==> src/rtl/noc_pkg.sv <==
// Shared width helpers for the NoC receive path.
package noc_pkg;

    function automatic int flit_width(input int tdata_w, input int sf);
        return tdata_w / sf;
    endfunction

    function automatic int dest_width(input int tdest_w, input int tid_w);
        return tdest_w + tid_w;
    endfunction

    // Index width that stays at least 1 bit when the range has a single entry.
    function automatic int idx_w(input int n);
        return (n > 1) ? $clog2(n) : 1;
    endfunction

endpackage

==> src/rtl/noc_flit_fifo.sv <==
// Receive flit FIFO: register array, async-reset pointers, full/empty flags.
module noc_flit_fifo
    import noc_pkg::*;
#(
    parameter int WIDTH = 8,
    parameter int DEPTH = 8
) (
    input  logic             clk,
    input  logic             rst,
    input  logic             wr_en,
    input  logic [WIDTH-1:0] wr_data,
    input  logic             rd_en,
    output logic [WIDTH-1:0] rd_data,
    output logic             full,
    output logic             empty
);
    localparam int AW = idx_w(DEPTH);

    logic [WIDTH-1:0] mem [DEPTH];
    logic [AW:0]      wr_ptr;
    logic [AW:0]      rd_ptr;
    logic             wr_ok;
    logic             rd_ok;

    assign full    = (wr_ptr[AW] != rd_ptr[AW]) && (wr_ptr[AW-1:0] == rd_ptr[AW-1:0]);
    assign empty   = (wr_ptr == rd_ptr);
    // A write into a full FIFO is dropped so stored flits are never overwritten.
    assign wr_ok   = wr_en && !full;
    assign rd_ok   = rd_en && !empty;
    assign rd_data = mem[rd_ptr[AW-1:0]];

    always_ff @(posedge clk or posedge rst) begin
        if (rst) begin
            wr_ptr <= '0;
            rd_ptr <= '0;
        end else begin
            if (wr_ok) wr_ptr <= wr_ptr + (AW+1)'(1);
            if (rd_ok) rd_ptr <= rd_ptr + (AW+1)'(1);
        end
    end

    always_ff @(posedge clk) begin
        if (wr_ok) mem[wr_ptr[AW-1:0]] <= wr_data;
    end

endmodule

==> src/rtl/axis_flit_deserializer_rx.sv <==
// Credit-based NoC flit receiver packing SERIALIZATION_FACTOR flits per AXIS beat.
// Optional sticky protocol checker enabled by defining AXIS_DESER_RX_ERRCHK_EN.
module axis_flit_deserializer_rx
    import noc_pkg::*;
#(
    parameter int TDATA_WIDTH          = 128,
    parameter int TID_WIDTH            = 2,
    parameter int TDEST_WIDTH          = 4,
    parameter int SERIALIZATION_FACTOR = 1,
    parameter int FLIT_BUFFER_DEPTH    = 8,
    parameter int FLIT_WIDTH           = flit_width(TDATA_WIDTH, SERIALIZATION_FACTOR),
    parameter int DEST_WIDTH           = dest_width(TDEST_WIDTH, TID_WIDTH)
) (
    input  logic                   clk_noc,
    input  logic                   rst_noc,
    input  logic [FLIT_WIDTH-1:0]  data_in,
    input  logic [DEST_WIDTH-1:0]  dest_in,
    input  logic                   is_tail_in,
    input  logic                   send_in,
    output logic                   credit_out,
    output logic                   axis_out_tvalid,
    input  logic                   axis_out_tready,
    output logic [TDATA_WIDTH-1:0] axis_out_tdata,
    output logic                   axis_out_tlast,
    output logic [TID_WIDTH-1:0]   axis_out_tid,
    output logic [TDEST_WIDTH-1:0] axis_out_tdest,
    output logic                   rx_error
);
    localparam int SF  = SERIALIZATION_FACTOR;
    localparam int SIW = idx_w(SF);

    typedef struct packed {
        logic [FLIT_WIDTH-1:0] data;
        logic [DEST_WIDTH-1:0] dest;
        logic                  is_tail;
    } flit_t;

    flit_t                  wr_flit;
    flit_t                  head;
    logic                   full;
    logic                   empty;
    logic                   pop;
    logic                   load;
    logic                   last_slot;
    logic                   out_free;
    logic [SIW-1:0]         slot_idx;
    logic [TDATA_WIDTH-1:0] asm_data;
    logic [DEST_WIDTH-1:0]  asm_dest;
    logic [TDATA_WIDTH-1:0] beat;
    logic [DEST_WIDTH-1:0]  beat_dest;

    assign wr_flit = {data_in, dest_in, is_tail_in};

    noc_flit_fifo #(
        .WIDTH($bits(flit_t)),
        .DEPTH(FLIT_BUFFER_DEPTH)
    ) u_fifo (
        .clk    (clk_noc),
        .rst    (rst_noc),
        .wr_en  (send_in),
        .wr_data(wr_flit),
        .rd_en  (pop),
        .rd_data(head),
        .full   (full),
        .empty  (empty)
    );

    // A beat-completing flit may only pop when the output register can take it,
    // so a stalled beat is never overwritten by an early tail.
    always_comb begin
        last_slot = (int'(slot_idx) == SF - 1);
        out_free  = !axis_out_tvalid || axis_out_tready;
        pop       = !empty && (out_free || (!last_slot && !head.is_tail));
        load      = pop && (last_slot || head.is_tail);
        beat      = asm_data;
        beat[int'(slot_idx)*FLIT_WIDTH +: FLIT_WIDTH] = head.data;
        beat_dest = (slot_idx == '0) ? head.dest : asm_dest;
    end

    always_ff @(posedge clk_noc or posedge rst_noc) begin
        if (rst_noc) begin
            slot_idx        <= '0;
            asm_data        <= '0;
            asm_dest        <= '0;
            axis_out_tvalid <= 1'b0;
            axis_out_tdata  <= '0;
            axis_out_tlast  <= 1'b0;
            axis_out_tid    <= '0;
            axis_out_tdest  <= '0;
            credit_out      <= 1'b0;
        end else begin
            credit_out <= pop;
            if (load) begin
                axis_out_tvalid <= 1'b1;
                axis_out_tdata  <= beat;
                axis_out_tlast  <= head.is_tail;
                axis_out_tid    <= beat_dest[DEST_WIDTH-1 -: TID_WIDTH];
                axis_out_tdest  <= beat_dest[TDEST_WIDTH-1:0];
                slot_idx        <= '0;
                asm_data        <= '0;
            end else begin
                if (axis_out_tvalid && axis_out_tready) axis_out_tvalid <= 1'b0;
                if (pop) begin
                    asm_data <= beat;
                    asm_dest <= beat_dest;
                    slot_idx <= slot_idx + SIW'(1);
                end
            end
        end
    end

`ifdef AXIS_DESER_RX_ERRCHK_EN
    always_ff @(posedge clk_noc or posedge rst_noc) begin
        if (rst_noc) begin
            rx_error <= 1'b0;
        end else if ((send_in && full) || (pop && head.is_tail && !last_slot)) begin
            rx_error <= 1'b1;
        end
    end
`else
    logic unused_full;
    assign unused_full = full;
    assign rx_error    = 1'b0;
`endif

endmodule

==> config.mk <==
export PLATFORM = sky130hd
export DESIGN_NAME = axis_flit_deserializer_rx
export DESIGN_NICKNAME = d
export VERILOG_FILES = /design/src/rtl/noc_pkg.sv /design/src/rtl/noc_flit_fifo.sv /design/src/rtl/axis_flit_deserializer_rx.sv
export SDC_FILE = /design/constraint.sdc
export NUM_CORES = 2
export LEC_CHECK = 0
export CAP_MARGIN = 20
export CORE_MARGIN = 1
export CORE_UTILIZATION = 45
export CTS_CLUSTER_SIZE = 25
export DETAILED_ROUTE_END_ITERATION = 7
export REMOVE_ABC_BUFFERS = 1
export SLEW_MARGIN = 20
export SYNTH_ARGS = -nofsm -noshare
export SYNTH_HDL_FRONTEND = slang
export SYNTH_HIERARCHICAL = 1
export SYNTH_SLANG_ARGS = --single-unit
==> constraint.sdc <==
create_clock -name clk_noc -period 28 [get_ports clk_noc]
set_clock_uncertainty 0.15 [all_clocks]
set_input_delay 5.6 -clock clk_noc [delete_from_list [all_inputs] [get_ports clk_noc]]
set_output_delay 5.6 -clock clk_noc [all_outputs]
set_load 0.01 [all_outputs]
### After elaboration in Yosys (flattened, before gate mapping)

Memory sizes are Yosys's and may differ from the RTL's.
Index checks and enable logic that the tools add are counted.

| operators by class | value |
|---|---|
| add/sub/neg operators | 4 |
| equal/unequal tests | 3 |
| shifts and indexed selects | 2 |
| multiplexer cells | 10 |
| bitwise operators | 2 |
| reductions and logical operators | 17 |

Operators by type and width:

| kind | count |
|---|---|
| 128-bit two-way mux | 2 |
| 128-bit bitwise mux | 1 |
| 128-bit by 33-bit variable shift with 128-bit output (first input constant) | 1 |
| 128-bit by 33-bit variable part select with 128-bit output | 1 |
| 8-bit negation with 33-bit output | 1 |
| 4-bit by 1-bit adder with 4-bit output (second input constant) | 2 |
| 1-bit logical AND | 7 |
| 1-bit two-way mux | 6 |
| 6-bit two-way mux | 1 |
| 4-bit equality test | 1 |
| 1-bit zero test | 4 |
| 2-bit nonzero test | 2 |
| 3-bit equality test | 1 |
| 1-bit logical OR | 3 |
| 1-bit NOT | 2 |
| 2-bit AND reduction | 1 |
| 1-bit adder (second input constant) | 1 |
| 1-bit != test | 1 |

| word-level totals | value |
|---|---|
| register bits after elaboration | 280 |
| bits in writable memories | 1080 |
| output and inout port bits | 138 |
| memories kept | 1 |

Memory list:

| name | words | width | read ports | clocked after Yosys merged registers in | write ports | line | text |
|---|---|---|---|---|---|---|---|
| u_fifo.mem | 8 | 135 | 1 | 0 | 1 | noc_flit_fifo.sv:19 | `logic [WIDTH-1:0] mem [DEPTH];` |

### Longest topological paths before layout

An unclocked memory read counts as a cell.

| depth | value |
|---|---|
| depth in word-level cells | 8 |
| mapped depth | 11 |

### Hierarchy

The synthesis kept the hierarchy.

Modules (own cells, without submodules):

| module | times used | cells each | area each (um^2) |
|---|---|---|---|
| noc_flit_fifo | 1 | 1621 | 41130.7 |
| axis_flit_deserializer_rx | 1 | 731 | 10976.8 |

### Worst setup path after synthesis

Ideal clock, no wire load.

| timing | value |
|---|---|
| path type | in2reg |
| start point | input send_in |
| end point | memory u_fifo/mem[4][0] (netlist name), enable pin |
| data arrival time | 18383 ps |
| required time | 26889 ps |
| path slack | 8507 ps |
| stages on the path | 2 |
| buffers on the path | 0 |
| cell sequence | nand2_1 > nor4_1 |

| between the ends | value |
|---|---|
| longest elaborated chain between the ends | 3 |

RTL lines:

| what | line | text |
|---|---|---|
| start: declaration | axis_flit_deserializer_rx.sv:19 | `input logic send_in,` |
| 1-bit logical AND | noc_flit_fifo.sv:28 | `assign wr_ok = wr_en && !full;` |
| 1-bit two-way mux | noc_flit_fifo.sv:43 | `if (wr_ok) mem[wr_ptr[AW-1:0]] <= wr_data;` |
| 1-bit two-way mux (implied by the code) | noc_flit_fifo.sv:43 |  |
| end: declaration | noc_flit_fifo.sv:19 |  |

Every way passes these cells.

### Final worst setup path

| timing | value |
|---|---|
| start point | input send_in |
| end point | memory u_fifo/mem[7][73] (netlist name), enable pin |

The elaborated chain is that of the path after synthesis.

==> impl_metrics.toml <==
[drt]
wl_per_cell_um = 25.2
drt-total-wl_um = 109000
drtIter0Drc = 1521
vias_per_cell = 5.40
vias = 23400
drt_first_pass_iters = 8
drc = 60
drtAntennaViolNets = 0

[synthesis]
ys_ff_latch = 1360
syn_area_per_cell_um2 = 22.2
synth_area_mm2 = 0.0521
synthCells = 2352
ys_warn_count = 6
ys_seq_area_share_pct = 75.7
synth_cell_types = 35

[cts]
clk_pin_slew_worst_paths_ps = 60
clockRootBuffer = "clkbuf_16"
clk_latency_ps = 740
clkSinkCount = 1360
cts_resized = 0
numCtsBuffers = 146
cts_buffer_depth = 3
postCtsSetupBuffers = 0
cts_tree = "yes"
htreeDepth = 4
ctsHoldBuffers = 0

[placement]
dp_cells = 4052
preCtsSetupSlack_ps = 18620
placed_area_mm2 = 0.0564
gp_congestion = 0.702
port_buffers = 275
dp_hpwl_um = 56800

[sta]
worst_pin_slew_ps = 1040
slew_violations = 0
final_hold_viol_count = 0
setup_viol = 0
finalWorstSetupSlack_ps = 19420
max_freq_ghz = 0.116
timing.slew.headroom_pct = 30.6
fin_setup_tns_ps = 0
fin_crit_sh_pct = 30.7
min_period_ps = 8580
rsz0062_at_grt = "false"

[finish]
nets = 2830
final_cell_mix = "1,080 x edfxtp_1, 403 x mux2_2, 276 x dfrtp_1, 275 x clkdlybuf4s50_1, 270 x mux4_2"
area_delta_synth_final_pct = 17.7
fin_area_mm2 = 0.0613
layout.cells.non_filler = 4331
final_common_cell = "edfxtp_1"
drive_gt1_share_pct = 33.6
fillers = 8761

[run]
max_cap_violations = 0

[worst_hold_path]
min_path_cells = 0
hold_path.class = "flip-flop to flip-flop"

[setup_path]
cp-end-kind = "flip-flop"
start_kind = "primary input"
crit_arrival_ps = 8780
r2r_cells = 8
crit_path_end = "u_fifo/mem[7][73]"
path_max_fanout = 39
crit_required_ps = 28200
worstSetupStartpoint = "send_in"
critPathKind = "primary input to flip-flop"
r2r_start = "u_fifo/rd_ptr[1]"
r2r-end = "axis_out_tdata[102]"
r2r_slack_ps = 22810

[global_routing]
top_usage_layer = "met2"
met1_usage_pct = 25.7
grt_pass1_vias = 25500
grt_remaining_overflow = 0
grt_pass1_wl_um = 164000
track_usage_pct = 19.0
grt_max_degree = 159
antenna_found_initial = 21
use_met3_pct = 4.42
use_met2_pct = 31.0

[floorplan]
start_util_pct = 45.5
row_count = 124
ios = 277
die-width_um = 342
coreArea_mm2 = 0.115
fp.dieH_um = 342
dieArea_mm2 = 0.117

[power_and_ir_drop]
finalPower_uw = 6620
ir_drop_uv = 99.5
p_leak_uw = 0.0207
power_density_mw_per_mm2 = 108

[run_status]
outcome = "complete, but fails checks"
violations = "design-rule violations"
==> cells by family after synthesis <==
logic type / after synthesis / share of synthesized area (%)
multiplexers: 675 / 20.4
buffers and inverters: 134 / 1.58
flip-flops: 1360 / 75.7
AO/OA/AOI/OAI: 11 / 0.207
other: 1 / 0.00720
XOR/XNOR: 9 / 0.151
AND/OR/NAND/NOR: 160 / 1.90
adder cells (fa/ha/maj): 2 / 0.0480
==> per-layer routing <==
metal,share of wire (%),vias to the layer above
li1,-,10200
met1,43,12500
met2,49,485
met3,5.6,180
met4,1.8,28
met5,0.16,-
==> worst min-delay path by stage <==
stage | startpoint | slack, ps | to
after floorplan | asm_dest[0] | 200 | asm_dest[0]
after global placement | asm_dest[0] | 210 | asm_dest[0]
after detailed placement | asm_dest[1] | 210 | asm_dest[1]
after CTS | asm_dest[2] | 220 | asm_dest[2]
after global routing | asm_dest[0] | 230 | asm_dest[0]
final | asm_dest[0] | 220 | asm_dest[0]
==> power by group <==
| part | switching (µW) | internal, µW |
|---|---|---|
| Sequential | 174 | 2560 |
| Clock | 771 | 1150 |
| Combinational | 899 | 1070 |
| Total | 1840 | 4780 |
==> state kept, by name (all words and copies together) (netlist names) <==
name and flops:
u_fifo/mem 1080, asm_data 128, axis_out_tdata 128, asm_dest 6
axis_out_tdest 4, u_fifo/rd_ptr 4, u_fifo/wr_ptr 4, axis_out_tid 2
axis_out_tlast 1, axis_out_tvalid 1, credit_out 1, slot_idx 1
==> cell usage after synthesis, drive strengths merged <==
cell,instances,area share [%]
edfxtp,1080,62
mux2,405,8.8
dfrtp,280,13
mux4,270,12
nor2b,131,1.6
buf,99,1.3
clkbuf,31,0.22
nor2,6,0.043
o41ai,5,0.11
xnor2,5,0.084
inv,4,0.029
nand2,4,0.029
nor3,4,0.048
o311ai,4,0.067
xor2,4,0.067
nand2b,3,0.036
and2,2,0.024
and4,2,0.034
ha,2,0.048
nand4,2,0.024
nor4,2,0.036
or3,2,0.024
a21oi,1,0.0096
a22o,1,0.017
and2b,1,0.014
conb,1,0.0072
or2,1,0.012
==> stage by stage <==
step	utilization [%]	hold WS, ps
floorplan	-	199
global placement	49.3	210
detailed placement	49.3	212
CTS	53.5	225
global route	53.5	229
finish	53.5	222
==> area by class of cell <==
class	count	area (µm²)	area share (%)
Timing Repair Buffer	319	3170	5.16
Antenna cell	7	17.5	0.0286
Inverter	4	22.5	0.0367
Clock buffer	204	4130	6.73
Sequential cell	1360	39500	64.3
Clock inverter	67	728	1.19
Multi-Input combinational cell	858	11900	19.4
Tap cell	1512	1890	3.09
==> critical path: stages <==
cell	delay, ps
clkdlybuf4s50_1	740
nand4_1	270
nor2_4	700
buf_4	710
buf_4	710
No activity file was read; power rests on OpenSTA's default activity.
